==> src/rtl/dll_pkg.sv <==
// rtl/dll_pkg.sv - shared state type and default timing constants for the DLL lock controller
//
// Contents:
//   dll_state_t  - controller state encoding
//   DLL_*        - default LOCK_CNT / ACQ_TIMEOUT / RECOVER_CYC / SEE_CNT_W values
//   is_tracking  - true in states where charge-pump requests are passed through
package dll_pkg;

    typedef enum logic [2:0] {
        ST_IDLE    = 3'd0,
        ST_RECOVER = 3'd1,
        ST_ACQUIRE = 3'd2,
        ST_CONFIRM = 3'd3,
        ST_LOCKED  = 3'd4
    } dll_state_t;

    localparam int DLL_LOCK_CNT    = 16;
    localparam int DLL_ACQ_TIMEOUT = 1024;
    localparam int DLL_RECOVER_CYC = 8;
    localparam int DLL_SEE_CNT_W   = 8;

    function automatic logic is_tracking(input dll_state_t s);
        return (s == ST_ACQUIRE) || (s == ST_CONFIRM) || (s == ST_LOCKED);
    endfunction

endpackage

==> src/rtl/dll_lock_qual.sv <==
// rtl/dll_lock_qual.sv - lock qualification and lock-loss counters
//
// Ports:
//   clk, rst    clock, synchronous active-high reset
//   acq_en      counting consecutive lock cycles (ACQUIRE/CONFIRM, no fault/timeout/disable)
//   trk_en      counting consecutive lock-low cycles (LOCKED, no fault/disable)
//   fld_lock    FLD lock indication
//   qualified   LOCK_CNT consecutive lock cycles have been seen
//   lost        this cycle is the LOCK_CNT-th consecutive lock-low cycle while locked
module dll_lock_qual
    import dll_pkg::*;
#(
    parameter int LOCK_CNT = DLL_LOCK_CNT
) (
    input  logic clk,
    input  logic rst,
    input  logic acq_en,
    input  logic trk_en,
    input  logic fld_lock,
    output logic qualified,
    output logic lost
);

    localparam int CW = $clog2(LOCK_CNT + 1);
    localparam logic [CW-1:0] CNT_FULL  = CW'(LOCK_CNT);
    localparam logic [CW-1:0] DROP_LAST = CW'(LOCK_CNT - 1);

    logic [CW-1:0] lock_cnt;
    logic [CW-1:0] drop_cnt;

    assign qualified = (lock_cnt == CNT_FULL);
    assign lost      = trk_en & ~fld_lock & (drop_cnt == DROP_LAST);

    // Both counters fall back to zero whenever their enable drops, so any
    // exit from the counting states leaves them clean for the next entry.
    always_ff @(posedge clk) begin
        if (rst) begin
            lock_cnt <= '0;
            drop_cnt <= '0;
        end else begin
            lock_cnt <= (acq_en && !qualified && fld_lock) ? lock_cnt + 1'b1 : '0;
            drop_cnt <= (trk_en && !fld_lock && !lost) ? drop_cnt + 1'b1 : '0;
        end
    end

endmodule

==> src/rtl/dll_lock_ctrl.sv <==
// rtl/dll_lock_ctrl.sv - DLL lock acquisition sequencer between false-lock detector and charge pump
//
// Optional feature macro: DLL_LOCK_CTRL_SEE_FILTER_EN (SEE flag must be high two
// consecutive cycles to be accepted; default accepts any single cycle).
//
// Ports:
//   clk_i, rst_i          clock, synchronous active-high reset
//   en_i                  enable; low forces IDLE
//   fld_up_i/fld_down_i   FLD charge-pump requests
//   fld_lock_i            FLD lock indication
//   fld_see_i             FLD invalid-pattern flag
//   cp_up_o/cp_down_o     gated charge-pump requests (registered)
//   vctrl_rst_o           VCDL control-voltage reset (high in RECOVER)
//   locked_o              qualified lock
//   acq_fail_o            sticky acquisition-timeout flag
//   see_cnt_o             saturating count of accepted faults
module dll_lock_ctrl
    import dll_pkg::*;
#(
    parameter int LOCK_CNT    = DLL_LOCK_CNT,
    parameter int ACQ_TIMEOUT = DLL_ACQ_TIMEOUT,
    parameter int RECOVER_CYC = DLL_RECOVER_CYC,
    parameter int SEE_CNT_W   = DLL_SEE_CNT_W
) (
    input  logic                 clk_i,
    input  logic                 rst_i,
    input  logic                 en_i,
    input  logic                 fld_up_i,
    input  logic                 fld_down_i,
    input  logic                 fld_lock_i,
    input  logic                 fld_see_i,
    output logic                 cp_up_o,
    output logic                 cp_down_o,
    output logic                 vctrl_rst_o,
    output logic                 locked_o,
    output logic                 acq_fail_o,
    output logic [SEE_CNT_W-1:0] see_cnt_o
);

    localparam int TW = $clog2(ACQ_TIMEOUT + 1);
    localparam int RW = $clog2(RECOVER_CYC + 1);
    localparam logic [TW-1:0] TMR_LAST = TW'(ACQ_TIMEOUT - 1);
    localparam logic [RW-1:0] REC_LAST = RW'(RECOVER_CYC - 1);

    dll_state_t    state;
    dll_state_t    state_nxt;
    logic [TW-1:0] acq_tmr;
    logic [RW-1:0] rec_cnt;
    logic          see_acc;
    logic          fault;
    logic          in_acq;
    logic          timeout;
    logic          rec_done;
    logic          acq_en;
    logic          trk_en;
    logic          qualified;
    logic          lost;
    logic          pass_cp;

`ifdef DLL_LOCK_CTRL_SEE_FILTER_EN
    logic see_q;

    always_ff @(posedge clk_i) begin
        if (rst_i) begin
            see_q <= 1'b0;
        end else begin
            see_q <= fld_see_i;
        end
    end

    assign see_acc = fld_see_i & see_q;
`else
    assign see_acc = fld_see_i;
`endif

    assign fault    = see_acc | (fld_up_i & fld_down_i);
    assign in_acq   = (state == ST_ACQUIRE) || (state == ST_CONFIRM);
    assign timeout  = in_acq && (acq_tmr == TMR_LAST);
    assign rec_done = (state == ST_RECOVER) && (rec_cnt == REC_LAST);
    assign acq_en   = en_i & ~fault & in_acq & ~timeout;
    assign trk_en   = en_i & ~fault & (state == ST_LOCKED);

    dll_lock_qual #(
        .LOCK_CNT (LOCK_CNT)
    ) u_qual (
        .clk       (clk_i),
        .rst       (rst_i),
        .acq_en    (acq_en),
        .trk_en    (trk_en),
        .fld_lock  (fld_lock_i),
        .qualified (qualified),
        .lost      (lost)
    );

    // Priority order: disable > fault > timeout > lock transitions.
    always_comb begin
        state_nxt = state;
        if (!en_i) begin
            state_nxt = ST_IDLE;
        end else begin
            case (state)
                ST_IDLE:    state_nxt = ST_RECOVER;
                ST_RECOVER: if (rec_done) state_nxt = ST_ACQUIRE;
                ST_ACQUIRE, ST_CONFIRM: begin
                    if (fault || timeout)  state_nxt = ST_RECOVER;
                    else if (qualified)    state_nxt = ST_LOCKED;
                    else if (fld_lock_i)   state_nxt = ST_CONFIRM;
                    else                   state_nxt = ST_ACQUIRE;
                end
                ST_LOCKED: begin
                    if (fault)     state_nxt = ST_RECOVER;
                    else if (lost) state_nxt = ST_ACQUIRE;
                end
                default:    state_nxt = ST_IDLE;
            endcase
        end
    end

    // Requests are forwarded only when the sample was taken in a tracking
    // state and the controller stays in one; the RECOVER->ACQUIRE edge
    // therefore still drives the pump idle.
    assign pass_cp = is_tracking(state) && is_tracking(state_nxt);

    always_ff @(posedge clk_i) begin
        if (rst_i) begin
            state       <= ST_IDLE;
            acq_tmr     <= '0;
            rec_cnt     <= '0;
            cp_up_o     <= 1'b0;
            cp_down_o   <= 1'b0;
            vctrl_rst_o <= 1'b0;
            locked_o    <= 1'b0;
            acq_fail_o  <= 1'b0;
            see_cnt_o   <= '0;
        end else begin
            state       <= state_nxt;
            // Timer spans ACQUIRE<->CONFIRM moves; cleared on any other state.
            acq_tmr     <= (in_acq && (state_nxt == ST_ACQUIRE || state_nxt == ST_CONFIRM))
                           ? acq_tmr + 1'b1 : '0;
            rec_cnt     <= (state == ST_RECOVER && state_nxt == ST_RECOVER)
                           ? rec_cnt + 1'b1 : '0;
            cp_up_o     <= pass_cp & fld_up_i & ~fld_down_i;
            cp_down_o   <= pass_cp & fld_down_i & ~fld_up_i;
            vctrl_rst_o <= (state_nxt == ST_RECOVER);
            locked_o    <= (state_nxt == ST_LOCKED);
            if (en_i && !fault && timeout) begin
                acq_fail_o <= 1'b1;
            end
            if (fault && (see_cnt_o != '1)) begin
                see_cnt_o <= see_cnt_o + 1'b1;
            end
        end
    end

endmodule
==> config.mk <==
export PLATFORM = sky130hd
export DESIGN_NAME = dll_lock_ctrl
export DESIGN_NICKNAME = d
export VERILOG_FILES = /design/src/rtl/dll_pkg.sv /design/src/rtl/dll_lock_qual.sv /design/src/rtl/dll_lock_ctrl.sv
export SDC_FILE = /design/constraint.sdc
export NUM_CORES = 1
export LEC_CHECK = 0
export ABC_AREA = 1
export ABC_CLOCK_PERIOD_IN_PS = 1500
export CORE_MARGIN = 4
export CORE_UTILIZATION = 30
export DETAILED_ROUTE_END_ITERATION = 7
export GPL_TIMING_DRIVEN = 0
export SKIP_LAST_GASP = 1
export SLEW_MARGIN = 20
export SYNTH_ARGS = -nofsm -noshare
export SYNTH_HDL_FRONTEND = slang
export SYNTH_SLANG_ARGS = --single-unit
export TNS_END_PERCENT = 5
==> constraint.sdc <==
create_clock -name clk_i -period 1.5 [get_ports clk_i]
set_input_delay 0.3 -clock clk_i [delete_from_list [all_inputs] [get_ports clk_i]]
set_output_delay 0.3 -clock clk_i [all_outputs]
set_load 0.02 [all_outputs]
After elaboration in Yosys (flattened, before gate mapping)
Index checks and enable logic that the tools add are counted.
W data, S select, Z words.
{ "word_totals": {"elab_cells": 85, "ff_bits": 41, "input_bits": 7, "out_inout_bits": 13} }
{ "classes": {"muxes": 8, "add_sub_neg": 5, "eq_ne": 13, "n_reduce_logical": 27, "bitwise": 21} }
{ "op_table": {"columns": ["op", "n"], "rows": [
  ["$mux W3", 6],
  ["$eq A3 B2 Y1 const B", 4],
  ["$logic_and A1 B1 Y1", 12],
  ["$pmux W3 S4", 1],
  ["$add A11 B1 Y11 const B", 1],
  ["$and A1 B1 Y1", 11],
  ["$eq A11 B10 Y1 const B", 1],
  ["$add A5 B1 Y5 const B", 2],
  ["$reduce_or A2 Y1", 5],
  ["$not A1 Y1", 9],
  ["$add A8 B1 Y8 const B", 1],
  ["$ne A8 B8 Y1 const B", 1],
  ["$eq A3 B1 Y1 const B", 2],
  ["$eq A3 B3 Y1 const B", 2],
  ["$eq A5 B4 Y1 const B", 1],
  ["$eq A5 B5 Y1 const B", 1],
  ["$logic_or A1 B1 Y1", 5],
  ["$add A4 B1 Y4 const B", 1],
  ["$eq A4 B3 Y1 const B", 1],
  ["$logic_not A1 Y1", 4],
  ["$logic_not A3 Y1", 1],
  ["$mux W1", 1],
  ["$or A1 B1 Y1", 1]
]} }

Longest topological paths before layout
Gate-level depths: netlist of the first run.
{ "logic_depth": {"depth_word": 17, "ltp_mapped": 12, "depth_no_buf": 12} }

Hierarchy
From an unflattened synthesis of the first run, not the netlist that was laid out.
{ "hier_totals": {"cells_unflattened": 257, "area_unflattened_um2": 1968.1} }
{ "by_module_without_submodules": {"columns": ["mod", "n_inst", "seq_area_each_um2", "area_per_inst_um2", "cells_each"], "rows": [
  ["dll_lock_ctrl", 1, 620.6, 1487.7, 198],
  ["dll_lock_qual", 1, 200.2, 480.5, 59]
]} }

Least setup slack after synthesis of the first run
OpenSTA, ideal clock, no wires.
{ "synth_path": {"path_type": "register to register", "from": "register see_cnt_o[0]", "to": "register see_cnt_o[6]", "setup_time_ns": 0.128, "synth_period_minus_slack_ns": 1.535, "path_slack_ns": -0.035, "stages_incl_launch_ff": 8, "t_arrival_ns": 1.408, "path_cell_list": "dfxtp_1 ha_1 nand3_1 nor2_1 a31oi_2 nand2_1 xor2_1 nor2_1"} }
{ "synth_via": {"elab_chain_len": 2, "elab_cells_between_ends": 3} }
{ "synth_lines": {"columns": ["element", "line_no", "source"], "rows": [
  ["from (decl)", "dll_lock_ctrl.sv:37", "output logic [SEE_CNT_W-1:0] see_cnt_o"],
  ["from (signal assigned)", "dll_lock_ctrl.sv:150", "see_cnt_o <= see_cnt_o + 1'b1;"],
  ["branches (longest 2 deep; another with $add A8 B1 Y8)", null, null]
]} }
Parallel ways; which one is timed is not known.
A chain may end at the register's enable or synchronous reset.

Worst setup path after layout of the first run
{ "layout_path": {"from": "register see_cnt_o[7]", "to": "output see_cnt_o[7]"} }
No word-level cell between the ends.

==> results of run 1 <==
[registers in the layout, indices dropped and copies added, names as in the netlist, 3 cells and up]
name             cells
acq_tmr             11
see_cnt_o            8
u_qual.drop_cnt      5
u_qual.lock_cnt      5
rec_cnt              4
state                3
[cells by family after synthesis]
| logic type | after synthesis | share of synthesized area (%) |
|---|---|---|
| fa+ha+maj | 7 | 4.88 |
| xor+xnor | 13 | 6.34 |
| compound gates | 20 | 5.99 |
| simple gates | 127 | 31.4 |
| buf+inv | 27 | 5.71 |
| flops | 41 | 45.7 |
[where the power goes]
part	internal (mW)	switching, mW	leakage, nW
sequential	1.10	0.0114	0.334
combinational	0.0514	0.0604	0.496
clock	0.541	0.390	0.0574
[cell type report]
| type | count | area, um^2 |
|---|---|---|
| buffer | 2 | 8.76 |
| multi-input combinational | 167 | 945 |
| clock buffer | 6 | 82.6 |
| fill | 567 | 3270 |
| inverter | 25 | 93.8 |
| clock inverter | 2 | 37.5 |
| sequential | 41 | 828 |
| timing repair buffer | 31 | 284 |
| tap | 72 | 90.1 |
[routing by layer]
layer / wire length, um / global-route usage (%) / share of wire, %
met5: 0 / 0 / 0
met4: 81 / 5.18 / 2.3
met3: 120 / 2.91 / 3.4
met2: 1700 / 18.1 / 48
met1: 1650 / 12.9 / 46
[synth_stat cells, types with 2 or more instances]
| master | n |
|---|---|
| nand2_1 | 43 |
| o21ai_0 | 7 |
| nand2_2 | 2 |
| dfxtp_1 | 41 |
| nand3_1 | 14 |
| xor2_1 | 8 |
| nor2_2 | 3 |
| nor3b_1 | 2 |
| a21oi_1 | 12 |
| nor3_1 | 8 |
| or2_2 | 2 |
| ha_1 | 7 |
| nand4_1 | 5 |
| inv_1 | 24 |
| nor2_1 | 44 |
| nor2_4 | 2 |
| xnor2_1 | 5 |
[worst paths after layout]
check,cells past startpoint,start,end
max reg2reg,12,u_qual.drop_cnt[1],rec_cnt[0]
min reg2reg,1,rec_cnt[0],rec_cnt[0]
max,1,see_cnt_o[7],see_cnt_o[7]
min,1,rec_cnt[0],rec_cnt[0]
[what timing repair did]
| item | in CTS | in global routing |
|---|---|---|
| gates resized for setup | 20 | 8 |
| endpoints found under the hold margin | 0 | 0 |
| hold buffers | 0 | 0 |
| setup buffers | 10 | 2 |
| setup endpoints to repair | 43 | 45 |
| pin swaps | 14 | 0 |
| cloned | 0 | 0 |
==> metrics, run 1 <==
status finished, violations left; failing checks setup timing; final period utilization 112%; worst reg2reg setup slack -40 ps; clk slew on worst S/H paths 80 ps; synth unique cells 23; ys async rst share 0%; worst slew pin tran 449 ps; PortBufs 19; ys flop type dfxtp_1; Post-synth EDFFs 0; gp weighted congestion 0.803; via count 1,552; GRT Residual Overflow 0; area share of the largest cell type after synthesis 45.7%; worst-path fanout max 4; startpoint types flop; Clock Sinks 41; Final Power 2.15 mW; Setup TNS -1100 ps; CP max-delay cell clkdlybuf4s50_1; commonest non-fill, non-tap cell in the layout nor2_1; RSZ-0062 raised after global routing true; first-pass GRT wire length 6380 um; # nets final 287; min cycle time layout 1680 ps; initial antenna violation count 0; vias per cell 4.49; final worst clock skew 5.36 ps; Synth Register Bits 41; Final Hold Fails 0; CP arrival 1380 ps; Total Die Area 7290 um^2; Warnings, synthesis 0; CP Buf/Inv Count 1; io pins 20; vias in the first global route 1,486; Placed Cells incl. Taps 326; final hold slack 441 ps; Syn Nets 249; final worst slack -182 ps; Max Cap Viol 0; placed cell areas 2080 um^2; final WL 3550 um; largest net degree at the start of global routing 14; f_max 595 MHz; final setup violation count 24; level count of the clock H-tree 2; Final ANT Viol Nets 0; deepest clock path buffer count 2; pwr/cell area 909 nW/um^2; Mapped Cells 235; row cnt 27; final-report max-slew violation count 0; most frequent cells in the layout nor2_1, nand2_1, dfxtp_1; clock tree root buffer cell clkbuf_8; DRT iter0 DRCs 42; core area 5640 um^2; CP max stage delay 650 ps; DRT Pass-1 Iters 4; mapped cell area 1800 um^2; cell area after layout 2370 um^2; post-DP HPWL 2520 um; fin util 42.0%; TritonCTS clock tree built; number of CTS-inserted buffers 5; Crit Path Class reg2out; Crit path max-delay family buffers and inverters; largest area contributor in the netlist dfxtp_1; maximum vdd drop 0.426 mV; DRC viols 0; relative slew slack 70.1%; Crit. End Element primary output; non-filler cells, final 346; Avg Cell Area, Syn 7.64 um^2; Tot GR Track Use 10.9%; initial core utilization 31.8%; synth-to-layout area growth 32.0%; antenna cells 0; layout cells sized above 1 19.7%; wire per inst 10.3 um; Leak Pwr 0.887 nW; CP Data Required Time 1200 ps; die height 85.4 um; DP Worst Slack -515 ps; Seq/Total Area, Yosys 45.7%; chip width 85.4 um; top post-synthesis cells by area dfxtp_1, nor2_1, nand2_1; worst-skew pair later-pin latency 290 ps; HP Class reg2reg; worst path cell trace clkdlybuf4s50_1
Note: power is estimated with default switching activity, not from simulation.
==> inputs of run 2 (changes only) <==
--- a/config.mk
+++ b/config.mk
@@ -10,5 +10,6 @@
 export CORE_MARGIN = 4
-export CORE_UTILIZATION = 30
+export CORE_UTILIZATION = 50
 export DETAILED_ROUTE_END_ITERATION = 7
 export GPL_TIMING_DRIVEN = 0
+export PLACE_DENSITY = 0.74
 export SKIP_LAST_GASP = 1
@@ -17,2 +18,3 @@
 export SYNTH_HDL_FRONTEND = slang
+export SYNTH_HIERARCHICAL = 1
 export SYNTH_SLANG_ARGS = --single-unit
--- a/constraint.sdc
+++ b/constraint.sdc
@@ -3,2 +3,2 @@
 set_output_delay 0.3 -clock clk_i [all_outputs]
-set_load 0.02 [all_outputs]
+set_load 0.05 [all_outputs]
==> metrics, run 2 <==
Tot GR Track Use 14.6% (+3.8 points); worst path cell trace clkdlybuf4s50_1; Synth Register Bits 41 (unchanged); deepest clock path buffer count 2 (unchanged); Post-synth EDFFs 0 (unchanged); via count 1,594 (+2.7%); relative slew slack 66.4% (-3.7 points); min cycle time layout 1800 ps (+119 ps); chip width 70.7 um (-17%); number of flip-flops in the largest register 11 (unchanged); post-DP HPWL 2540 um (+0.69%); DRT Pass-1 Iters 4 (unchanged); HP Class in2reg; commonest non-fill, non-tap cell in the layout nor2_1; Sw Share 22.3% (+0.91 points); CP max-delay cell clkdlybuf4s50_1; vias in the first global route 1,463 (-1.5%); Final Hold Fails 0 (unchanged); CP arrival 1500 ps (+120 ps); ys async rst share 0% (unchanged); filler instances 350 (-38%); vias per cell 4.76 (+6.1%); Crit Path Class reg2out; RSZ-0062 raised after global routing true; Final ANT Viol Nets 0 (unchanged); commonest cells in the netlist nor2_1, dfxtp_1, inv_1, nand2_1, nand3_1; TritonCTS clock tree built; non-filler cells, final 335 (-3.2%); Reg with most FFs acq_tmr; f_max 555 MHz (-6.6%); cts hold-fix bufs 0 (unchanged); CP Data Required Time 1200 ps (about the same); largest registers acq_tmr (11), see_cnt_o (8); Max Cap Viol 0 (unchanged); worst reg2reg path startpoint u_qual/drop_cnt[0]; gp weighted congestion 0.920 (+15%); worst reg2reg setup slack -250 ps (-210 ps); # nets final 301 (+4.9%); hold path cells 3 (+2); DRC viols 0 (unchanged); PortBufs 19 (unchanged); area share of the largest cell type after synthesis 41.7% (-4.0 points); final worst clock skew 3.04 ps (-2.32 ps); ys flop type dfxtp_1; clock power share 36.4% (-6.8 points); Mapped Cells 257 (+9.4%); top post-synthesis cells by area dfxtp_1, nor2_1, inv_1; placed cell areas 2240 um^2 (+7.8%); Gate power share 6.7% (+1.5 points); Net Switching 0.434 mW (-5.9%); most frequent cells in the layout nor2_1, nand2_1, inv_1, dfxtp_1, clkdlybuf4s50_1; largest net degree at the start of global routing 12 (-2); most frequent cell after synthesis nor2_1; cell area after layout 2380 um^2 (+0.37%); worst-skew pair later-pin latency 290 ps (about the same); min-delay src fld_down_i; maximum vdd drop 0.448 mV (+5.2%); worst hold endpoint cp_down_o; CP Launch Point see_cnt_o[7]; largest area contributor in the netlist dfxtp_1; pwr/cell area 817 nW/um^2 (-10%); Crit. End Element primary output; Warnings, synthesis 6 (+6); Flop pwr share 56.9% (+5.3 points); synth unique cells 28 (+22%); antenna cells 0 (unchanged); number of CTS-inserted buffers 5 (unchanged); wire per inst 10.2 um (-0.87%); Seq/Total Area, Yosys 41.7% (-4.0 points); layout cells sized above 1 19.2% (-0.54 points); Int Pwr 1.51 mW (-11%); Avg Cell Area, Syn 7.66 um^2 (+0.23%); row cnt 22 (-19%); failing checks setup timing; DRT iter0 DRCs 68 (+62%); worst-path fanout max 4 (unchanged); Leak Pwr 0.911 nW (+2.7%); io pins 20 (unchanged); worst slew pin tran 503 ps (+54.5 ps); level count of the clock H-tree 2 (unchanged); CP max stage delay 830 ps (+180 ps); clock tree root buffer cell clkbuf_8; Critical R2R Capture rec_cnt[2]; core area 3740 um^2 (-34%); FF-to-FF path depth 13 (+1); mapped cell area 1970 um^2 (+9.6%); final-report max-slew violation count 0 (unchanged); final WL 3410 um (-4.0%); final period utilization 120% (+7.9 points); Syn Nets 271 (+8.8%); final setup violation count 32 (+33%); initial antenna violation count 0 (unchanged); Placed Cells incl. Taps 324 (-0.61%); status finished, violations left; clk slew on worst S/H paths 70 ps (about the same); initial core utilization 52.6% (+21 points); Clock Sinks 41 (unchanged); CP Buf/Inv Count 1 (unchanged); GRT Residual Overflow 0 (unchanged); first-pass GRT wire length 5890 um (-7.7%); Total Die Area 5000 um^2 (-31%); Crit path max-delay family buffers and inverters; die height 70.7 um (-17%); final worst slack -301 ps (-119 ps); synth-to-layout area growth 20.9%; DP Worst Slack -842 ps (-327 ps); startpoint types flop
-- run 2: cell types whose count changed after synthesis, moves of 5 or more --
cell / previous run / this run
nor2_2: 3 / 8
nand2_1: 43 / 38
inv_1: 24 / 41
a21oi_1: 12 / 5
-- run 2: cells by family after synthesis --
logic type / synth area share (%)
simple gates: 33.8
buf+inv: 8.96
flops: 41.7
compound gates: 5.28
xor+xnor: 5.79
fa+ha+maj: 4.45
-- run 2: how the worst max path moves through the flow --
| stage | cells past startpoint | to |
|---|---|---|
| after global routing | 15 | rec_cnt[3] |
| after detailed placement | 15 | rec_cnt[2] |
| final | 1 | see_cnt_o[7] |
| after floorplan | 13 | rec_cnt[2] |
| after CTS | 15 | rec_cnt[2] |
| after global placement | 15 | rec_cnt[0] |
-- run 2: metrics by stage --
step           hold slack (ps)  util (%)  setup TNS, ps  power [mW]
6_report                   423      63.5          -5840        1.94
5_1_grt                    425      63.5         -10510        2.03
4_1_cts                    404      63.1          -6890        1.98
3_5_place_dp               437      59.9         -20110        1.25
3_3_place_gp               435      59.9         -19870        1.25
2_1_floorplan              418         -          -2130        1.21
-- run 2: power groups by stage --
stage / clock network [mW] / registers [mW] / logic [mW]
after detailed placement: 0 / 1.13 / 0.122
after floorplan: 0 / 1.16 / 0.0455
after CTS: 0.746 / 1.11 / 0.128
after global placement: 0 / 1.13 / 0.121
after global routing: 0.784 / 1.11 / 0.141
final: 0.707 / 1.11 / 0.130
-- run 2: cell type report --
type / count / area [um^2] / area share (%)
Multi-Input combinational cell: 170 / 1010 / 42.6
Sequential cell: 41 / 828 / 34.8
Timing Repair Buffer: 23 / 213 / 8.94
Inverter: 44 / 168 / 7.05
Clock buffer: 7 / 86.3 / 3.63
Tap cell: 48 / 60.1 / 2.52
Buffer: 2 / 11.3 / 0.473
-- run 2: what timing repair did --
item | 4_1_cts | 5_1_grt
pin swaps | 5 | 3
gates resized for setup | 12 | 5
setup buffers | 4 | 0
endpoints found under the setup margin | 38 | 53
-- run 2: layer usage --
| metal | routed length [um] | GRT usage [%] |
|---|---|---|
| met5 | 0 | 0 |
| met4 | 27 | 6.47 |
| met3 | 94 | 4.97 |
| met2 | 1710 | 24.0 |
| met1 | 1580 | 17.2 |
==> inputs of run 3 (changes only) <==
- HOLD_SLACK_MARGIN: default -> 0.03
- SLEW_MARGIN: 20 -> default
==> results of run 3 <==
Same layout as run 2: the final DEF is identical, and so are final timing and power.
